File: config.mk
export PLATFORM = sky130hd
export DESIGN_NAME = ahb_mtx_input_stage_flat
export DESIGN_NICKNAME = d
export VERILOG_FILES = /design/src/rtl/ahb_mtx_input_stage_if.sv /design/src/rtl/ahb_mtx_input_stage.sv /design/src/flat_wrapper.sv
export SDC_FILE = /design/constraint.sdc
export NUM_CORES = 1
export LEC_CHECK = 0
export ABC_AREA = 1
export BUFFER_PORTS_ARGS = -buffer_cell sky130_fd_sc_hd__buf_2
export CAP_MARGIN = 25
export CELL_PAD_IN_SITES_DETAIL_PLACEMENT = 0
export CELL_PAD_IN_SITES_GLOBAL_PLACEMENT = 1
export CORE_UTILIZATION = 31
export DETAILED_ROUTE_END_ITERATION = 6
export GPL_ROUTABILITY_DRIVEN = 0
export PLACE_DENSITY_LB_ADDON = 0.25
export SYNTH_ARGS = -nofsm -noshare
export SYNTH_HDL_FRONTEND = slang
export SYNTH_SLANG_ARGS = --single-unit
File: constraint.sdc
create_clock -name HCLK -period 1.07 [get_ports HCLK]
set_input_delay 0.1605 -clock HCLK [delete_from_list [all_inputs] [get_ports HCLK]]
set_output_delay 0.1605 -clock HCLK [all_outputs]
set_load 0.005 [all_outputs]
File: src/rtl/ahb_mtx_input_stage_if.sv
// Master-side AHB signals between one bus master and its bus-matrix input stage.
interface ahb_mtx_input_stage_if #(
  parameter int ADDR_WIDTH = 32
);
  logic                  HSELS;
  logic [ADDR_WIDTH-1:0] HADDRS;
  logic [1:0]            HTRANSS;
  logic                  HWRITES;
  logic [2:0]            HSIZES;
  logic [2:0]            HBURSTS;
  logic [3:0]            HPROTS;
  logic                  HMASTLOCKS;
  logic                  HREADYS;
  logic                  HREADYOUTS;
  logic                  HRESPS;

  modport master (
    output HSELS, HADDRS, HTRANSS, HWRITES, HSIZES, HBURSTS, HPROTS, HMASTLOCKS, HREADYS,
    input  HREADYOUTS, HRESPS
  );

  modport slave (
    input  HSELS, HADDRS, HTRANSS, HWRITES, HSIZES, HBURSTS, HPROTS, HMASTLOCKS, HREADYS,
    output HREADYOUTS, HRESPS
  );
endinterface

File: src/rtl/ahb_mtx_input_stage.sv
// Per-master AHB bus-matrix input stage: holds an ungranted address phase and stalls the master.
// Optional feature: define AHB_MTX_ERR_CANCEL_EN to cancel a pending transfer on an ERROR response.
module ahb_mtx_input_stage #(
  parameter int ADDR_WIDTH = 32
) (
  input  logic                  HCLK,
  input  logic                  HRESETn,
  ahb_mtx_input_stage_if.slave  ahb,
  input  logic                  addr_grant,
  input  logic                  HREADYM_in,
  input  logic                  HRESPM_in,
  output logic                  req_out,
  output logic [ADDR_WIDTH-1:0] addr_out,
  output logic [1:0]            trans_out,
  output logic                  write_out,
  output logic [2:0]            size_out,
  output logic [2:0]            burst_out,
  output logic [3:0]            prot_out,
  output logic                  lock_out,
  output logic                  sel_out
);

  // Encoding is {pend, dphase}
  typedef enum logic [1:0] {
    IDLE      = 2'b00,
    DATA      = 2'b01,
    PEND      = 2'b10,
    DATA_PEND = 2'b11
  } state_t;

  state_t                state_q, state_d;
  logic                  pend, dphase;
  logic                  live_valid, capture;
  logic                  cancel_evt, cancelled_q;
  logic                  hold_sel, hold_write, hold_lock;
  logic [ADDR_WIDTH-1:0] hold_addr;
  logic [1:0]            hold_trans;
  logic [2:0]            hold_size, hold_burst;
  logic [3:0]            hold_prot;

  assign pend   = state_q[1];
  assign dphase = state_q[0];

`ifdef AHB_MTX_ERR_CANCEL_EN
  // The first ERROR cycle drops the held address; the master reissues after the response
  assign cancel_evt = pend & dphase & HRESPM_in & ~HREADYM_in & ~addr_grant;

  always_ff @(posedge HCLK or negedge HRESETn) begin
    if (!HRESETn)
      cancelled_q <= 1'b0;
    else if (cancelled_q & HREADYM_in)
      cancelled_q <= 1'b0;
    else if (cancel_evt)
      cancelled_q <= 1'b1;
  end
`else
  assign cancel_evt  = 1'b0;
  assign cancelled_q = 1'b0;
`endif

  assign live_valid = ahb.HSELS & ahb.HREADYS & ahb.HTRANSS[1] & ~cancelled_q;
  assign capture    = live_valid & ~addr_grant & ~pend;

  always_ff @(posedge HCLK or negedge HRESETn) begin
    if (!HRESETn)
      state_q <= IDLE;
    else
      state_q <= state_d;
  end

  always_comb begin
    state_d = state_q;
    case (state_q)
      IDLE:
        if (live_valid)
          state_d = addr_grant ? DATA : PEND;
      PEND:
        if (addr_grant)
          state_d = DATA;
      DATA:
        if (HREADYM_in) begin
          if (live_valid)
            state_d = addr_grant ? DATA : PEND;
          else
            state_d = IDLE;
        end else if (live_valid & ~addr_grant) begin
          state_d = DATA_PEND;
        end
      DATA_PEND:
        if (cancel_evt)
          state_d = DATA;
        else if (HREADYM_in)
          state_d = addr_grant ? DATA : PEND;
        else if (addr_grant)
          state_d = DATA;
    endcase
  end

  always_ff @(posedge HCLK or negedge HRESETn) begin
    if (!HRESETn) begin
      hold_sel   <= 1'b0;
      hold_addr  <= '0;
      hold_trans <= 2'b00;
      hold_write <= 1'b0;
      hold_size  <= 3'b000;
      hold_burst <= 3'b000;
      hold_prot  <= 4'b0000;
      hold_lock  <= 1'b0;
    end else if (capture) begin
      hold_sel   <= ahb.HSELS;
      hold_addr  <= ahb.HADDRS;
      hold_trans <= ahb.HTRANSS;
      hold_write <= ahb.HWRITES;
      hold_size  <= ahb.HSIZES;
      hold_burst <= ahb.HBURSTS;
      hold_prot  <= ahb.HPROTS;
      hold_lock  <= ahb.HMASTLOCKS;
    end
  end

  // Arbiters see the held transfer (including its lock) for as long as it is pending
  always_comb begin
    sel_out   = pend ? hold_sel   : ahb.HSELS;
    addr_out  = pend ? hold_addr  : ahb.HADDRS;
    trans_out = pend ? hold_trans : ahb.HTRANSS;
    write_out = pend ? hold_write : ahb.HWRITES;
    size_out  = pend ? hold_size  : ahb.HSIZES;
    burst_out = pend ? hold_burst : ahb.HBURSTS;
    prot_out  = pend ? hold_prot  : ahb.HPROTS;
    lock_out  = pend ? hold_lock  : ahb.HMASTLOCKS;
    if (cancelled_q)
      trans_out = 2'b00;
  end

  assign req_out        = pend | live_valid;
  assign ahb.HREADYOUTS = pend ? 1'b0 : (dphase ? HREADYM_in : 1'b1);
  assign ahb.HRESPS     = dphase ? HRESPM_in : 1'b0;

endmodule
File: src/flat_wrapper.sv
// flat-port wrapper written by rule: the top's interface ports become plain ports
module ahb_mtx_input_stage_flat 
#(
  parameter int ADDR_WIDTH = 32
)
  (HCLK, HRESETn, addr_grant, HREADYM_in, HRESPM_in, req_out, addr_out, trans_out, write_out, size_out, burst_out, prot_out, lock_out, sel_out, ahb_HSELS, ahb_HADDRS, ahb_HTRANSS, ahb_HWRITES, ahb_HSIZES, ahb_HBURSTS, ahb_HPROTS, ahb_HMASTLOCKS, ahb_HREADYS, ahb_HREADYOUTS, ahb_HRESPS);
  ahb_mtx_input_stage_if #(.ADDR_WIDTH(ADDR_WIDTH)) ahb_i ();
  input  logic HCLK;
  input  logic HRESETn;
  input  logic addr_grant;
  input  logic HREADYM_in;
  input  logic HRESPM_in;
  output logic req_out;
  output logic [ADDR_WIDTH-1:0] addr_out;
  output logic [1:0] trans_out;
  output logic write_out;
  output logic [2:0] size_out;
  output logic [2:0] burst_out;
  output logic [3:0] prot_out;
  output logic lock_out;
  output logic sel_out;
  input wire logic [$bits(ahb_i.HSELS)-1:0] ahb_HSELS;
  input wire logic [$bits(ahb_i.HADDRS)-1:0] ahb_HADDRS;
  input wire logic [$bits(ahb_i.HTRANSS)-1:0] ahb_HTRANSS;
  input wire logic [$bits(ahb_i.HWRITES)-1:0] ahb_HWRITES;
  input wire logic [$bits(ahb_i.HSIZES)-1:0] ahb_HSIZES;
  input wire logic [$bits(ahb_i.HBURSTS)-1:0] ahb_HBURSTS;
  input wire logic [$bits(ahb_i.HPROTS)-1:0] ahb_HPROTS;
  input wire logic [$bits(ahb_i.HMASTLOCKS)-1:0] ahb_HMASTLOCKS;
  input wire logic [$bits(ahb_i.HREADYS)-1:0] ahb_HREADYS;
  output wire logic [$bits(ahb_i.HREADYOUTS)-1:0] ahb_HREADYOUTS;
  output wire logic [$bits(ahb_i.HRESPS)-1:0] ahb_HRESPS;
  assign ahb_i.HSELS = ahb_HSELS;
  assign ahb_i.HADDRS = ahb_HADDRS;
  assign ahb_i.HTRANSS = ahb_HTRANSS;
  assign ahb_i.HWRITES = ahb_HWRITES;
  assign ahb_i.HSIZES = ahb_HSIZES;
  assign ahb_i.HBURSTS = ahb_HBURSTS;
  assign ahb_i.HPROTS = ahb_HPROTS;
  assign ahb_i.HMASTLOCKS = ahb_HMASTLOCKS;
  assign ahb_i.HREADYS = ahb_HREADYS;
  assign ahb_HREADYOUTS = ahb_i.HREADYOUTS;
  assign ahb_HRESPS = ahb_i.HRESPS;
  ahb_mtx_input_stage #(.ADDR_WIDTH(ADDR_WIDTH)) u_core (.HCLK(HCLK), .HRESETn(HRESETn), .ahb(ahb_i), .addr_grant(addr_grant), .HREADYM_in(HREADYM_in), .HRESPM_in(HRESPM_in), .req_out(req_out), .addr_out(addr_out), .trans_out(trans_out), .write_out(write_out), .size_out(size_out), .burst_out(burst_out), .prot_out(prot_out), .lock_out(lock_out), .sel_out(sel_out));
endmodule
==> results of run 1 <==
[critical path, stage by stage (launching register included)]
cell and delay (ps):
dfrtp_2 450, buf_4 160, buf_12 140, o21ai_2 120, buf_2 120
[report_power, final]
| group | switching [W] | internal [W] |
|---|---|---|
| sequential | 0.000604 | 0.00256 |
| combinational | 0.00191 | 0.00206 |
| clock | 0.000592 | 0.000515 |
[through the flow]
step	std cells	util	cell area, µm²	TNS, ps	hold WS, ps
finish	562	0.491	4060	-33050	112
global route	562	0.491	4060	-39910	106
CTS	561	0.486	4010	-27920	99.7
detailed placement	536	0.401	3310	-5170	183
global placement	536	0.401	3310	-4070	183
floorplan	333	-	2650	-51.7	-135
[layer usage]
| layer | track usage | vias to the layer above |
|---|---|---|
| li1 | - | 1296 |
| met1 | 0.226 | 1086 |
| met2 | 0.244 | 73 |
| met3 | 0.0362 | 6 |
| met4 | 0.0316 | 0 |
| met5 | 0 | - |
[cells in the final DEF (no fill, tap or decap), types with 7 or more instances in the layout]
cell type  instances
buf_2            102
nand2_1           54
inv_1             52
dfrtp_1           48
o21ai_2           44
o21ai_1           38
nand2_2           25
nand2_4           24
buf_6             14
o21ai_0           10
buf_4              7
[timing repair]
item,CTS,global route
buffers inserted,9,1
resized for setup,134,19
pin swaps,8,5
hold buffers,1,0
setup endpoints to repair,97,99
hold endpoints to repair,49,0
gates cloned,8,0
[cell families after synthesis]
kind of cell | after synthesis | synth area share
simple gates | 115 | 0.171
compound gates | 94 | 0.232
buf+inv | 75 | 0.135
flops | 49 | 0.462
[state kept, by name (all words and copies together), names as in the netlist]
signal	flops
u_core.hold_size	3
u_core.hold_sel	1
u_core.hold_burst	3
u_core.hold_lock	1
u_core.state_q	2
u_core.hold_prot	4
u_core.hold_trans	2
u_core.hold_addr	32
u_core.hold_write	1
[worst min-delay path by stage]
stage	cells after the start	from	endpoint	slack, ps
floorplan	0	HRESETn	u_core.hold_addr[0]$_DFFE_PN0P_	-140
global placement	2	HRESETn	u_core.hold_addr[10]$_DFFE_PN0P_	180
detailed placement	2	HRESETn	u_core.hold_addr[12]$_DFFE_PN0P_	180
CTS	3	ahb_HADDRS[10]	u_core.hold_addr[10]$_DFFE_PN0P_	100
global route	3	ahb_HSIZES[0]	u_core.hold_size[0]$_DFFE_PN0P_	110
finish	3	ahb_HBURSTS[1]	u_core.hold_burst[1]$_DFFE_PN0P_	110
[final cells by class]
class,instances,area share
Multi-Input combinational cell,210,0.343
Tap cell,105,0.0324
Sequential cell,49,0.303
Inverter,55,0.0509
Clock buffer,7,0.0213
Timing Repair Buffer,136,0.249
==> results.cfg, run 1 <==
[critical_path]
critPathCapture = size_out[2]
rr_startpoint = u_core.state_q[1]$_DFFE_PN0P_
r2r_end = u_core.hold_trans[0]$_DFFE_PN0P_
critPathCaptureType = output port
cp.arrival_ps = 1290
path_class = register to output port
crit_required_ps = 910
cp-startpoint = u_core.state_q[1]$_DFFE_PN0P_
worst-path-max-fanout = 13
reg2reg_slack_ps = -380
startpoint_type = register
r2r_cells = 8

[global_route]
grt_pass1_vias = 2214
grt_antenna_before_repair = 0
grt_max_degree = 51
track_usage = 0.158
gr-total-overflow = 0
grt_pass1_wl_um = 11100

[sta]
final_hold_viol_count = 0
rsz0062_at_grt = true
worstMarginPinSlew_ps = 333
period_share = 1.35
setup_violations = 99
fin_ws_ps = -379
clock_skew_ps = 3.43
min_period_ps = 1450
fmax_ghz = 0.690
maxSlewHeadroom = 0.778
maxSlewViolCount = 0

[outcome]
status = finished with violations
violations = setup timing

[synth]
synthesis.nets = 386
synth_most_common_cell = nand2_1
ys_top_cells_by_count = 103 x nand2_1, 53 x inv_1, 49 x dfrtp_1, 49 x o21ai_0, 38 x o21ai_2
syn_area_per_cell_um2 = 7.96
yosysTopAreaCell = dfrtp_1
ys_warn_count = 0
yosysTopAreaCellShare = 0.462
synthesis.area_um2 = 2650
synth-seq-cells = 49
yosys-top-cells-area = dfrtp_1 46%, nand2_1 15%, o21ai_2 13%, o21ai_0 9.2%, inv_1 7.5%
synth-async-reset-ratio = 1.00
synth_ff_type = dfrtp_1
syn-instance-count = 333
synth-edff-count = 0
yosysSeqAreaShare = 0.462
netlist-cell-type-count = 18

[routing]
vias_per_cell = 4.38
met2_wirelength_um = 2900
maxUsedRoutingLayer = met4
wl_per_cell_um = 11.6
drt-pass1-iter-count = 4
num_vias = 2461
wl_met3_um = 446
route.detailed.drc = 0
postRouteAntennaNets = 0
drtIter0Drc = 73
wl_met1_um = 3110
wirelength_um = 6500

[final_layout]
fillCellCount = 835
multi_input_area_um2 = 1390
area_growth_pct = 52.9
diodes = 0
regArea_um2 = 1230
final_nets = 510
drive_above_1_share = 0.538

[clock_tree]
clk_pin_slew_ps = 90
cts_tree = done
clk_latency_ps = 290
clock_sinks = 49
h-tree-depth = 2
clockRootBuffer = clkbuf_8
cts.path.max_buffers = 2
cts_buffers = 5

[placement]
dp_slack_ps = -112
hpwlAfterDp_um = 4070
io_buffers = 102

[floorplanning]
fp.dieH_um = 94.5
io_pins = 103
core_um2 = 8260
row_count = 33
die_area_um2 = 8930
start_util = 0.321
fp.dieW_um = 94.5

[pwr]
cellPowerDensity_nw_per_um2 = 2030
ir_worst_vdd_uv = 880
power.total_w = 0.00823
power_leakage_nw = 2.09

[worst_hold_path]
hp-class = input pin to register

[job]
maxCapViolations = 0
No activity file was read; power rests on OpenSTA's default activity.
==> inputs of run 2 (changes only) <==
--- a/config.mk
+++ b/config.mk
@@ -7,13 +7,14 @@
 export LEC_CHECK = 0
 export ABC_AREA = 1
 export BUFFER_PORTS_ARGS = -buffer_cell sky130_fd_sc_hd__buf_2
-export CAP_MARGIN = 25
 export CELL_PAD_IN_SITES_DETAIL_PLACEMENT = 0
 export CELL_PAD_IN_SITES_GLOBAL_PLACEMENT = 1
 export CORE_UTILIZATION = 31
 export DETAILED_ROUTE_END_ITERATION = 6
 export GPL_ROUTABILITY_DRIVEN = 0
+export HOLD_SLACK_MARGIN = 0.08
 export PLACE_DENSITY_LB_ADDON = 0.25
+export SETUP_SLACK_MARGIN = 0.02
 export SYNTH_ARGS = -nofsm -noshare
 export SYNTH_HDL_FRONTEND = slang
 export SYNTH_SLANG_ARGS = --single-unit
==> run 2 against run 1 <==
The run still ends with setup timing left. Via count grew 2.6%. Largest power group unchanged. Non-clock buffer count grew 2. Count of clock-buffer cells in the layout decreased by 1. Utilization increased by 0.91 points. Global-route usage about the same. Critical endpoint is now u_core.hold_addr[30]$_DFFE_PN0P_.
==> results.cfg, run 2 (same netlist as run 1, synthesis figures left out) <==
[outcome]
status = finished with violations
violations = setup timing

[global_route]
grt_pass1_wl_um = 11100
grt_max_degree = 35
track_usage = 0.158
grt_antenna_before_repair = 0
gr-total-overflow = 0
grt_pass1_vias = 2386

[final_layout]
final_nets = 511
layout_commonest_cell = buf_2
drive_above_1_share = 0.546
area_growth_pct = 55.8
diodes = 0
largest_reg_flops = 32
final_cells = 563
mostFrequentLayoutCells = 101 x buf_2, 56 x nand2_1, 52 x inv_1
reg.largest.list = u_core.hold_addr: 32 flops, u_core.hold_prot: 4 flops
regMostFlops = u_core.hold_addr

[routing]
wirelength_um = 6680
vias_per_cell = 4.49
route.detailed.drc = 0
postRouteAntennaNets = 0
wl_per_cell_um = 11.9
drt-pass1-iter-count = 4
num_vias = 2526
drtIter0Drc = 57

[clock_tree]
clk_pin_slew_ps = 90
cts.path.max_buffers = 2
cts_tree = done
clock_sinks = 49
clockRootBuffer = clkbuf_8
clk_latency_ps = 300
h-tree-depth = 2
cts_buffers = 5

[critical_path]
crit_required_ps = 1260
worst-path-max-fanout = 6
startpoint_type = register
reg2reg_slack_ps = -410
critPathCaptureType = register
cp.arrival_ps = 1670
path_class = register to register

[pwr]
p_int_w = 0.00516
swShare = 0.383
power.switching_w = 0.00321
p_clk_frac = 0.127
cellPowerDensity_nw_per_um2 = 2030
power_leakage_nw = 2.13
ir_worst_vdd_uv = 677
p_seq_frac = 0.389
comb_power_share = 0.484

[worst_hold_path]
hp-class = input pin to register

[sta]
rsz0062_at_grt = true
worstMarginPinSlew_ps = 351
fmax_ghz = 0.677
maxSlewViolCount = 0
period_share = 1.38
fin_ws_ps = -407
final_hold_viol_count = 0
fin_tns_setup_ps = -32240
setup_violations = 99
worst_hold_slack_ps = 96.1
maxSlewHeadroom = 0.766
clock_skew_ps = 4.45
min_period_ps = 1480

[floorplanning]
io_pins = 103
start_util = 0.321
fp.dieW_um = 94.5
row_count = 33
core_um2 = 8260
fp.dieH_um = 94.5
die_area_um2 = 8930

[placement]
dp_slack_ps = -137
dp.cells = 538
hpwlAfterDp_um = 4210
io_buffers = 102

[job]
maxCapViolations = 0
[run 2: what timing repair did]
item	in CTS	in global routing
setup endpoints to repair	98	99
gates cloned	7	1
buffers inserted	13	3
endpoints found under the hold margin	49	0
pin swaps	4	6
resized for setup	134	42
hold buffers	1	0
[run 2: area by class of cell]
| class | count | area, µm² |
|---|---|---|
| clock buffers | 6 | 72.6 |
| clock inverters | 1 | 5.00 |
| fillers | 829 | 4130 |
| inverters | 55 | 206 |
| multi-input cells | 209 | 1450 |
| flip-flops and latches | 49 | 1230 |
| well taps | 105 | 131 |
| repair buffers | 138 | 1030 |
[run 2: critical path: stages (launching register included)]
cell	delay, ps
dfrtp_2	500
inv_2	100
buf_6	110
nand3_4	120
buf_12	180
buf_6	120
buf_16	140
nand2_4	50
o21ai_2	40
[run 2: worst paths after layout]
kind / cells after the start / to / start
max in group asynchronous: 3 / u_core.state_q[1]$_DFFE_PN0P_ / HRESETn
min in group asynchronous: 3 / u_core.hold_addr[14]$_DFFE_PN0P_ / HRESETn
worst min register to register: 2 / u_core.hold_addr[5]$_DFFE_PN0P_ / u_core.hold_addr[5]$_DFFE_PN0P_
worst min-delay path: 3 / u_core.hold_size[0]$_DFFE_PN0P_ / ahb_HSIZES[0]
worst max-delay path: 8 / u_core.hold_addr[30]$_DFFE_PN0P_ / u_core.state_q[1]$_DFFE_PN0P_
worst max register to register: 8 / u_core.hold_addr[30]$_DFFE_PN0P_ / u_core.state_q[1]$_DFFE_PN0P_
[run 2: metal layers]
layer  GRT usage  wire [µm]
met1       0.212       3190
met2       0.254       3030
met3      0.0395        416
met4      0.0379         45
met5           0          0
[run 2: metrics by stage]
| stage | power, W | utilization | area, µm² |
|---|---|---|---|
| CTS | 0.00816 | 0.494 | 4080 |
| detailed placement | 0.00609 | 0.404 | 3340 |
| finish | 0.00837 | 0.500 | 4130 |
| global placement | 0.00604 | 0.404 | 3340 |
| global route | 0.00907 | 0.500 | 4130 |
| floorplan | 0.00484 | - | 2650 |
[run 2: power groups by stage]
stage | Combinational [W] | Sequential (W) | Clock (W)
after global placement | 0.00308 | 0.00296 | 0
after CTS | 0.00390 | 0.00316 | 0.00111
final | 0.00405 | 0.00326 | 0.00106
after global routing | 0.00453 | 0.00335 | 0.00119
after floorplan | 0.00196 | 0.00288 | 0
after detailed placement | 0.00310 | 0.00299 | 0
==> inputs of run 3 (changes only) <==
--- a/config.mk
+++ b/config.mk
@@ -9,6 +9,7 @@
 export BUFFER_PORTS_ARGS = -buffer_cell sky130_fd_sc_hd__buf_2
 export CELL_PAD_IN_SITES_DETAIL_PLACEMENT = 0
 export CELL_PAD_IN_SITES_GLOBAL_PLACEMENT = 1
+export CORE_ASPECT_RATIO = 0.8
 export CORE_UTILIZATION = 31
 export DETAILED_ROUTE_END_ITERATION = 6
 export GPL_ROUTABILITY_DRIVEN = 0
==> run 3 against run 2 <==
The flow still finishes with violations (setup timing). Clock skew down 0.58 ps. Worst setup slack improved by 1.6 ps. Sequential power shrank 4%. Total power down 3.2%. Hold slack improved by 15 ps. Fmax is 0.11% higher. Global-route usage shrank 0.090 points. Utilization shrank 0.10 points. Clock power hardly changed. Final cell count increased by 1.1%. Sequential share of layout area is 0.70 points higher. Critical path depth fell by 4. Largest cell class unchanged. Largest power group unchanged.
==> results.cfg, run 3 (same netlist as run 1, synthesis figures left out) <==
[critical_path]
worst-path-max-fanout = 8
crit_required_ps = 910
path_class = register to output port
rr_startpoint = u_core.state_q[1]$_DFFE_PN0P_
cpMaxStageDelayCell = dfrtp_2
cp.depth = 4
reg2reg_slack_ps = -370
r2r_cells = 8
cp-startpoint = u_core.state_q[1]$_DFFE_PN0P_
critical_path_buf_inv_count = 3
slowest_delay_ps = 460
startpoint_type = register
critPathCaptureType = output port
crit_chain = buf_4, buf_8, o21ai_2, buf_2
cp.arrival_ps = 1320
critPathTopFamily = flip-flops
r2r_end = u_core.hold_addr[27]$_DFFE_PN0P_
critPathCapture = addr_out[7]

[worst_hold_path]
hp-class = input pin to register

[clock_tree]
cts.path.max_buffers = 2
clockRootBuffer = clkbuf_8
cts_buffers = 5
cts_tree = done
h-tree-depth = 2
clk_pin_slew_ps = 90
clk_latency_ps = 300
clock_sinks = 49

[outcome]
status = finished with violations
violations = setup timing

[routing]
wirelength_um = 6750
num_vias = 2522
vias_per_cell = 4.43
route.detailed.drc = 0
drt-pass1-iter-count = 4
postRouteAntennaNets = 0
wl_per_cell_um = 11.9
drtIter0Drc = 62

[sta]
period_share = 1.38
worstMarginPinSlew_ps = 279
setup_violations = 99
min_period_ps = 1480
maxSlewViolCount = 0
clock_skew_ps = 3.87
final_hold_viol_count = 0
fin_ws_ps = -406
rsz0062_at_grt = true
maxSlewHeadroom = 0.814
fmax_ghz = 0.678
fin_tns_setup_ps = -32510

[final_layout]
regArea_um2 = 1230
final_nets = 513
fillCellCount = 797
reg.largest.list = u_core.hold_addr: 32 flops, u_core.hold_prot: 4 flops
final_cells = 569
final_area_um2 = 4040
drive_above_1_share = 0.521
multi_input_area_um2 = 1320
layout_commonest_cell = buf_2
largest_reg_flops = 32
mostFrequentLayoutCells = 102 x buf_2, 62 x nand2_1, 52 x inv_1
regMostFlops = u_core.hold_addr
diodes = 0
area_growth_pct = 52.3

[placement]
placed_area_um2 = 3340
hpwlAfterDp_um = 4210
dp.cells = 541
io_buffers = 102
dp_slack_ps = -126

[floorplanning]
start_util = 0.328
die_area_um2 = 8930
core_um2 = 8090
fp.dieH_um = 84.7
fp.dieW_um = 105
io_pins = 103
row_count = 29

[global_route]
grt_pass1_vias = 2388
grt_max_degree = 53
grt_pass1_wl_um = 11200
track_usage = 0.157
grt_antenna_before_repair = 0
gr-total-overflow = 0

[job]
maxCapViolations = 0

[pwr]
power.total_w = 0.00810
power_leakage_nw = 2.10
cellPowerDensity_nw_per_um2 = 2010
ir_worst_vdd_uv = 796
==> run 3: report_power, final <==
group	switching (W)	leakage (nW)	total, W	internal (W)
clock	0.000628	0.0439	0.00108	0.000453
sequential	0.000575	0.607	0.00313	0.00256
combinational	0.00188	1.45	0.00389	0.00201
total	0.00308	2.10	0.00810	0.00502
==> run 3: through the flow <==
step	utilization	hold slack (ps)
floorplan	-	-135
global placement	0.413	175
detailed placement	0.413	175
CTS	0.486	93.2
global route	0.499	102
finish	0.499	111
==> run 3: final cells by class <==
cell class,instances,area share
clock buffer,5,0.0170
clock inverter,3,0.00434
inverter,55,0.0517
multi-input combinational,210,0.326
sequential,49,0.304
tap,108,0.0335
timing repair buffer,139,0.263
==> run 3: repair_timing <==
action,CTS,global route
gates cloned,8,1
hold buffers,1,0
gates resized for setup,95,21
pin swaps,3,2
setup endpoints to repair,98,99
hold endpoints to repair,49,0
buffers inserted,6,4
==> run 3: worst min-delay path by stage <==
stage | depth (start not counted) | endpoint | start
after floorplan | 0 | u_core.hold_addr[0]$_DFFE_PN0P_ | HRESETn
after global placement | 2 | u_core.hold_addr[12]$_DFFE_PN0P_ | HRESETn
after CTS | 3 | u_core.hold_addr[9]$_DFFE_PN0P_ | ahb_HADDRS[9]
after detailed placement | 2 | u_core.hold_addr[11]$_DFFE_PN0P_ | HRESETn
after global routing | 3 | u_core.hold_size[0]$_DFFE_PN0P_ | ahb_HSIZES[0]
final | 3 | u_core.hold_burst[1]$_DFFE_PN0P_ | ahb_HBURSTS[1]
==> run 3: worst min-delay path, stage by stage <==
cell and delay [ps]:
buf_2 90, inv_1 70, o21ai_2 60
==> run 3: per-layer routing <==
layer	GRT usage	part of all wire	vias to the layer above	wire length [µm]
li1	-	-	1303	-
met2	0.269	0.49	56	3290
met3	0.0318	0.042	2	284
met5	0	0	-	0
met4	0.0346	0.0062	0	42
met1	0.205	0.46	1161	3130
